### config.mk
export PLATFORM = sky130hd
export DESIGN_NAME = n_bit_comparator_flat
export DESIGN_NICKNAME = d
export VERILOG_FILES = /design/src/rtl/n_bit_comparator_if.sv /design/src/rtl/n_bit_comparator.sv /design/src/flat_wrapper.sv
export SDC_FILE = /design/constraint.sdc
export NUM_CORES = 1
export LEC_CHECK = 0
export ABC_AREA = 1
export BUFFER_PORTS_ARGS = -buffer_cell sky130_fd_sc_hd__buf_2
export CAP_MARGIN = 5
export CORE_AREA = 5 5 42 44
export DETAILED_ROUTE_END_ITERATION = 6
export DIE_AREA = 0 0 47 49
export RECOVER_POWER = 50
export SKIP_LAST_GASP = 1
export SYNTH_ARGS = -nofsm -noshare
export SYNTH_HDL_FRONTEND = slang
export SYNTH_SLANG_ARGS = --single-unit
export TNS_END_PERCENT = 1
### constraint.sdc
create_clock -name clk -period 1.9 [get_ports clk]
set_input_delay 0.38 -clock clk [delete_from_list [all_inputs] [get_ports clk]]
set_output_delay 0.38 -clock clk [all_outputs]
set_load 0.1 [all_outputs]
### src/rtl/n_bit_comparator_if.sv
// Valid-qualified operand/result bundle for n_bit_comparator.
// min/max result lanes exist only when COMPARATOR_MINMAX_EN is defined.
interface n_bit_comparator_if #(
    parameter int WIDTH = 8
);

    logic             in_valid;
    logic [WIDTH-1:0] a;
    logic [WIDTH-1:0] b;
    logic             signed_mode;
    logic             out_valid;
    logic             smaller;
    logic             equal;
    logic             bigger;

`ifdef COMPARATOR_MINMAX_EN
    logic [WIDTH-1:0] max_out;
    logic [WIDTH-1:0] min_out;

    modport master (
        output in_valid, a, b, signed_mode,
        input  out_valid, smaller, equal, bigger, max_out, min_out
    );

    modport slave (
        input  in_valid, a, b, signed_mode,
        output out_valid, smaller, equal, bigger, max_out, min_out
    );
`else
    modport master (
        output in_valid, a, b, signed_mode,
        input  out_valid, smaller, equal, bigger
    );

    modport slave (
        input  in_valid, a, b, signed_mode,
        output out_valid, smaller, equal, bigger
    );
`endif

endinterface

### src/rtl/n_bit_comparator.sv
// Registered one-cycle magnitude comparator, unsigned or two's-complement per transaction.
// Optional max_out/min_out result lanes are enabled by defining COMPARATOR_MINMAX_EN.
module n_bit_comparator #(
    parameter int WIDTH = 8
) (
    input logic                clk,
    input logic                rst_n,
    n_bit_comparator_if.slave  bus
);

    logic a_less;
    logic a_equal;

    // equal is the same bit pattern test in both modes; only ordering depends on signed_mode
    always_comb begin
        a_equal = (bus.a == bus.b);
        if (bus.signed_mode) begin
            a_less = ($signed(bus.a) < $signed(bus.b));
        end else begin
            a_less = (bus.a < bus.b);
        end
    end

    // Flags (and min/max) only load on accepted inputs so they hold while idle
    always_ff @(posedge clk or negedge rst_n) begin
        if (!rst_n) begin
            bus.out_valid <= 1'b0;
            bus.smaller   <= 1'b0;
            bus.equal     <= 1'b0;
            bus.bigger    <= 1'b0;
`ifdef COMPARATOR_MINMAX_EN
            bus.max_out   <= '0;
            bus.min_out   <= '0;
`endif
        end else begin
            bus.out_valid <= bus.in_valid;
            if (bus.in_valid) begin
                bus.smaller <= a_less;
                bus.equal   <= a_equal;
                bus.bigger  <= !a_less && !a_equal;
`ifdef COMPARATOR_MINMAX_EN
                bus.max_out <= a_less ? bus.b : bus.a;
                bus.min_out <= (a_less || a_equal) ? bus.a : bus.b;
`endif
            end
        end
    end

endmodule

### src/flat_wrapper.sv
// flat-port wrapper written by rule: the top's interface ports become plain ports
module n_bit_comparator_flat 
#(
    parameter int WIDTH = 8
)
  (clk, rst_n, bus_in_valid, bus_a, bus_b, bus_signed_mode, bus_out_valid, bus_smaller, bus_equal, bus_bigger);
  n_bit_comparator_if #(.WIDTH(WIDTH)) bus_i ();
  input logic clk;
  input logic rst_n;
  input wire logic [$bits(bus_i.in_valid)-1:0] bus_in_valid;
  input wire logic [$bits(bus_i.a)-1:0] bus_a;
  input wire logic [$bits(bus_i.b)-1:0] bus_b;
  input wire logic [$bits(bus_i.signed_mode)-1:0] bus_signed_mode;
  output wire logic [$bits(bus_i.out_valid)-1:0] bus_out_valid;
  output wire logic [$bits(bus_i.smaller)-1:0] bus_smaller;
  output wire logic [$bits(bus_i.equal)-1:0] bus_equal;
  output wire logic [$bits(bus_i.bigger)-1:0] bus_bigger;
  assign bus_i.in_valid = bus_in_valid;
  assign bus_i.a = bus_a;
  assign bus_i.b = bus_b;
  assign bus_i.signed_mode = bus_signed_mode;
  assign bus_out_valid = bus_i.out_valid;
  assign bus_smaller = bus_i.smaller;
  assign bus_equal = bus_i.equal;
  assign bus_bigger = bus_i.bigger;
  n_bit_comparator #(.WIDTH(WIDTH)) u_core (.clk(clk), .rst_n(rst_n), .bus(bus_i));
endmodule
## After elaboration in Yosys (flattened, before gate mapping)

Cells that the tools add are included.

- Bitwise operators: 0
- Div/mod/pow operators: 0
- Order comparisons: 2
- Equal/unequal tests: 1
- Shifts and indexed selects: 0
- Multiplexer cells: 1
- Reduce and logical (&&, ||, !) cells: 3
- $add $sub $neg: 0
- $mul: 0

Operator list:

| operator | number |
|---|---|
| < comparator 8 bit | 2 |
| equality test 8 bit | 1 |
| zero test 1 bit | 2 |
| logical AND 1 bit | 1 |
| 2-to-1 mux 1 bit | 1 |

- Bits in read-only memories: 0
- Input bits: 20
- Word-level logic and storage cells: 11
- RAM bits: 0
- Output and inout bits: 4
- Bits in latches: 0
- Memories kept: 0
- Register bits after elaboration: 4

## Logic depth before layout (Yosys ltp)

- Depth in word-level cells: 4
- Mapped depth: 12
- Depth with buffers taken out: 12

## Worst setup path before layout

OpenSTA, ideal clock, no wires.

- Path kind: input-to-reg
- Start point: in bus_b[7]
- End point: reg u_core.bus.smaller
- Buffers on the path: 0
- Required time: 1780 ps
- Arrival time: 1222 ps
- Path slack: 558 ps
- Stages on the path: 7
- Setup time: 120 ps
- Cells stage by stage: inv_1 -> ha_1 -> a21o_2 -> nor2_4 -> nand3_1 -> nand3_1 -> nand2_1

- Cells in the longest elaborated chain, start to end: 2
- Elaborated cells on any way between the ends: 3
- Those cells by class: order compare: 2; mux: 1

RTL lines:

| item | RTL line | RTL |
|---|---|---|
| start: declaration | flat_wrapper.sv:12 | `input wire logic [$bits(bus_i.b)-1:0] bus_b;` |
| < comparator 8 bit, on equally long branches | n_bit_comparator.sv:20, n_bit_comparator.sv:18 |  |
| 2-to-1 mux 1 bit * | n_bit_comparator.sv:17 | `if (bus.signed_mode) begin` |
| end signal: assignment | n_bit_comparator.sv:38 | `bus.smaller <= a_less;` |
| end: declaration | n_bit_comparator_if.sv:37 | `output out_valid, smaller, equal, bigger` |

Mark *: on every way between the ends. The rest lies on a longest branch, timed or not.
A chain may end at the register's enable or synchronous reset.

## Worst setup path in the final report

- Start point: reg u_core.bus.equal
- End point: out bus_equal

RTL lines:

| item | RTL line | RTL |
|---|---|---|
| start: declaration | n_bit_comparator_if.sv:37 |  |
| start signal: assignment | n_bit_comparator.sv:39 | `bus.equal <= a_equal;` |
| end: declaration | flat_wrapper.sv:16 | `output wire logic [$bits(bus_i.equal)-1:0] bus_equal;` |

No word-level cell between the ends.

==> flow_summary_export.csv <==
group,metric,value,unit
worst_setup_path,arrival,1.00,ns
worst_setup_path,cp_slowest_cell,"buf_2",
timing,setup_viol,0,
run,maxCapViolCount,0,
timing,clock.fmax,727,MHz
clock_tree,htreeDepth,1,
final_layout,layout-drive-gt1-share,32.1,%
timing,rsz0062_at_grt,"no",
floorplan,ios,24,
global_routing,antenna_found_initial,0,
logic_synthesis,seq_area_frac_synth,25.5,%
power,internal_power,0.214,mW
logic_synthesis,netlist_area,393,um^2
floorplan,initial_core_util,28.0,%
timing,slew_viol_final,0,
power,clkPwrFrac,28.0,%
logic_synthesis,ys.warnings.count,0,
power,power_leakage,0.360,nW
global_routing,grt.total_usage,8.19,%
power,pwr-share-comb,45.2,%
global_routing,grt_start_max_net_pins,5,
global_routing,grt_pass1_vias,398,
worst_setup_path,critical_path.cell_chain,"buf_2",
floorplan,std_cell_rows,14,
timing,worst_pin_slew,0.486,ns
logic_synthesis,syn_nets,85,
routing,drtAntennaViolNets,0,
logic_synthesis,netlist.area_leader.share,25.5,%
routing,routed_wl,822,um
final_layout,stdcell_area,558,um^2
final_layout,final_common_cell,"buf_2",
logic_synthesis,ys_ff_latch,4,
power,fin_total_pwr,0.368,mW
clock_tree,clock-root-buffer,"clkbuf_4",
global_routing,grt_pass1_wl,1.39,mm
clock_tree,clock_sinks,4,
logic_synthesis,post-synth-top-area-cell,"dfrtp_1",
worst_setup_path,endpoint_kind,"output port",
logic_synthesis,synth_cell_type_count,10,
placed_design,dpl_cell_area,528,um^2
worst_setup_path,critPathTopFamily,"buffers and inverters",
timing,fin_skew,0,ns
timing,finalCritPeriodShare,72.4,%
timing,slew_headroom,67.8,%
timing,layout_min_cycle_time,1.38,ns
final_layout,areaGrowthSynthToFinish,42.0,%
power,seqPwrFrac,26.8,%
routing,routed_via_density,4.18,
worst_setup_path,cp_max_fo,2,
final_layout,n_fill_cell,173,
logic_synthesis,netlist_instances,57,
worst_setup_path,critPathMaxStageDelay,0.43,ns
worst_setup_path,required,1.52,ns
power,power_density,660,nW/um^2
clock_tree,clock_path_buffers,2,
min_path,hold_class,"in2reg",
timing,hold_viol_final,0,
routing,dr.pass1.iters,4,
clock_tree,ctsResizeCount,0,
final_layout,nets,114,
worst_setup_path,worst-path-buf-inv,1,
power,max-vdd-ir-drop,0.275,mV
clock_tree,insertion_delay,0.23,ns
power,swShare,42.0,%
run_status,status,"finished clean",
routing,wl_per_cell,8.22,um
global_routing,overflow,0,
power,p_switching,0.155,mW
logic_synthesis,syn_avg_cell_area,6.89,um^2
final_layout,final_cell_mix,"buf_2, nand2_1, inv_1",
floorplan,die_width,47,um
routing,drc,0,
worst_setup_path,crit_type,"reg2out",
floorplan,core,1400,um^2
worst_setup_path,worstSetupStartpointType,"flip-flop",
placed_design,dpl.hpwl,773,um
floorplan,dieArea,2300,um^2
floorplan,fp.dieH,49,um
logic_synthesis,ys_top_cells_by_area,"dfrtp_1, ha_1, nand2_1",
timing,finalSetupTns,0,ns
placed_design,gp_congestion,0.697,
placed_design,portBuffers,23,
routing,via_count,418,
routing,drtIter0Drc,3,
clock_tree,numCtsBuffers,3,
clock_tree,path_clk_slew,0.04,ns
final_layout,insertedDiodeCount,0,
clock_tree,cts_tree,"yes",
## cell usage after synthesis
cell type	instances
nand2_1	15
inv_1	14
ha_1	8
nor2_1	6
dfrtp_1	4
nand3_1	4
a21oi_1	3
a21o_2	1
nand2_2	1
nor2_4	1
## registers in the layout (all words and copies together) (netlist names)
name	count
u_core.bus.out_valid	1
u_core.bus.bigger	1
u_core.bus.equal	1
u_core.bus.smaller	1
## path summary, 6_finish.rpt
kind / start / end / slack, ns / cells past startpoint
setup / recovery: u_core.bus.equal$_DFFE_PN0P_ / bus_equal / 0.52 / 1
hold / removal: bus_in_valid / u_core.bus.out_valid$_DFF_PN0_ / 0.31 / 1
setup reg to reg: u_core.bus.equal$_DFFE_PN0P_ / u_core.bus.equal$_DFFE_PN0P_ / 1.27 / 2
hold reg to reg: u_core.bus.smaller$_DFFE_PN0P_ / u_core.bus.smaller$_DFFE_PN0P_ / 0.47 / 2
max in group asynchronous: rst_n / u_core.bus.smaller$_DFFE_PN0P_ / 1.20 / 2
min in group asynchronous: rst_n / u_core.bus.out_valid$_DFF_PN0_ / 0.51 / 2
## cell type report
type | count | area (um^2) | area share, %
clock buffer | 3 | 22.5 | 4.04
inverter | 14 | 52.6 | 9.42
multi-input combinational | 39 | 240 | 43.0
sequential | 4 | 100 | 17.9
tap | 16 | 20.0 | 3.59
timing repair buffer | 24 | 123 | 22.0
## repair_timing
item                                   CTS  global route
hold buffers                             1             0
endpoints found under the hold margin    4             0
setup buffers                            0             0
## through the flow
step | utilization [%] | setup WS (ns) | hold WS [ns] | instances
3_3_place_gp | 37.7 | 0.411 | 0.188 | 96
2_1_floorplan | - | 0.558 | 0.0844 | 57
6_report | 39.8 | 0.525 | 0.314 | 100
5_1_grt | 39.8 | 0.471 | 0.316 | 100
3_5_place_dp | 37.7 | 0.363 | 0.192 | 96
4_1_cts | 40.0 | 0.502 | 0.290 | 100
## power by group through the flow
stage | logic, mW | registers, mW | clock network, mW
after floorplan | 0.0554 | 0.170 | 0
after global placement | 0.165 | 0.100 | 0
after detailed placement | 0.168 | 0.100 | 0
after CTS | 0.169 | 0.0993 | 0.109
after global routing | 0.183 | 0.101 | 0.118
final | 0.166 | 0.0989 | 0.103
## cells by family (layout without fill, tap and decap cells)
group / count (synthesis) / count (layout) / share of synthesized area [%]
and+or+nand+nor: 27 / 27 / 29.6
buffers and inverters: 14 / 41 / 13.4
adders and majority gates: 8 / 8 / 25.5
AOI/OAI and AO/OA: 4 / 4 / 6.05
DFF: 4 / 4 / 25.5
## routing by layer
metal	GRT usage [%]	up-vias	share of wire (%)	wire length [um]
li1	-	229	-	-
met1	8.43	170	36	300
met2	13.1	19	53	433
met3	1.85	0	11	89
met4	6.91	0	0	0
met5	0	-	0	0
(Power assumes the default switching activity.)
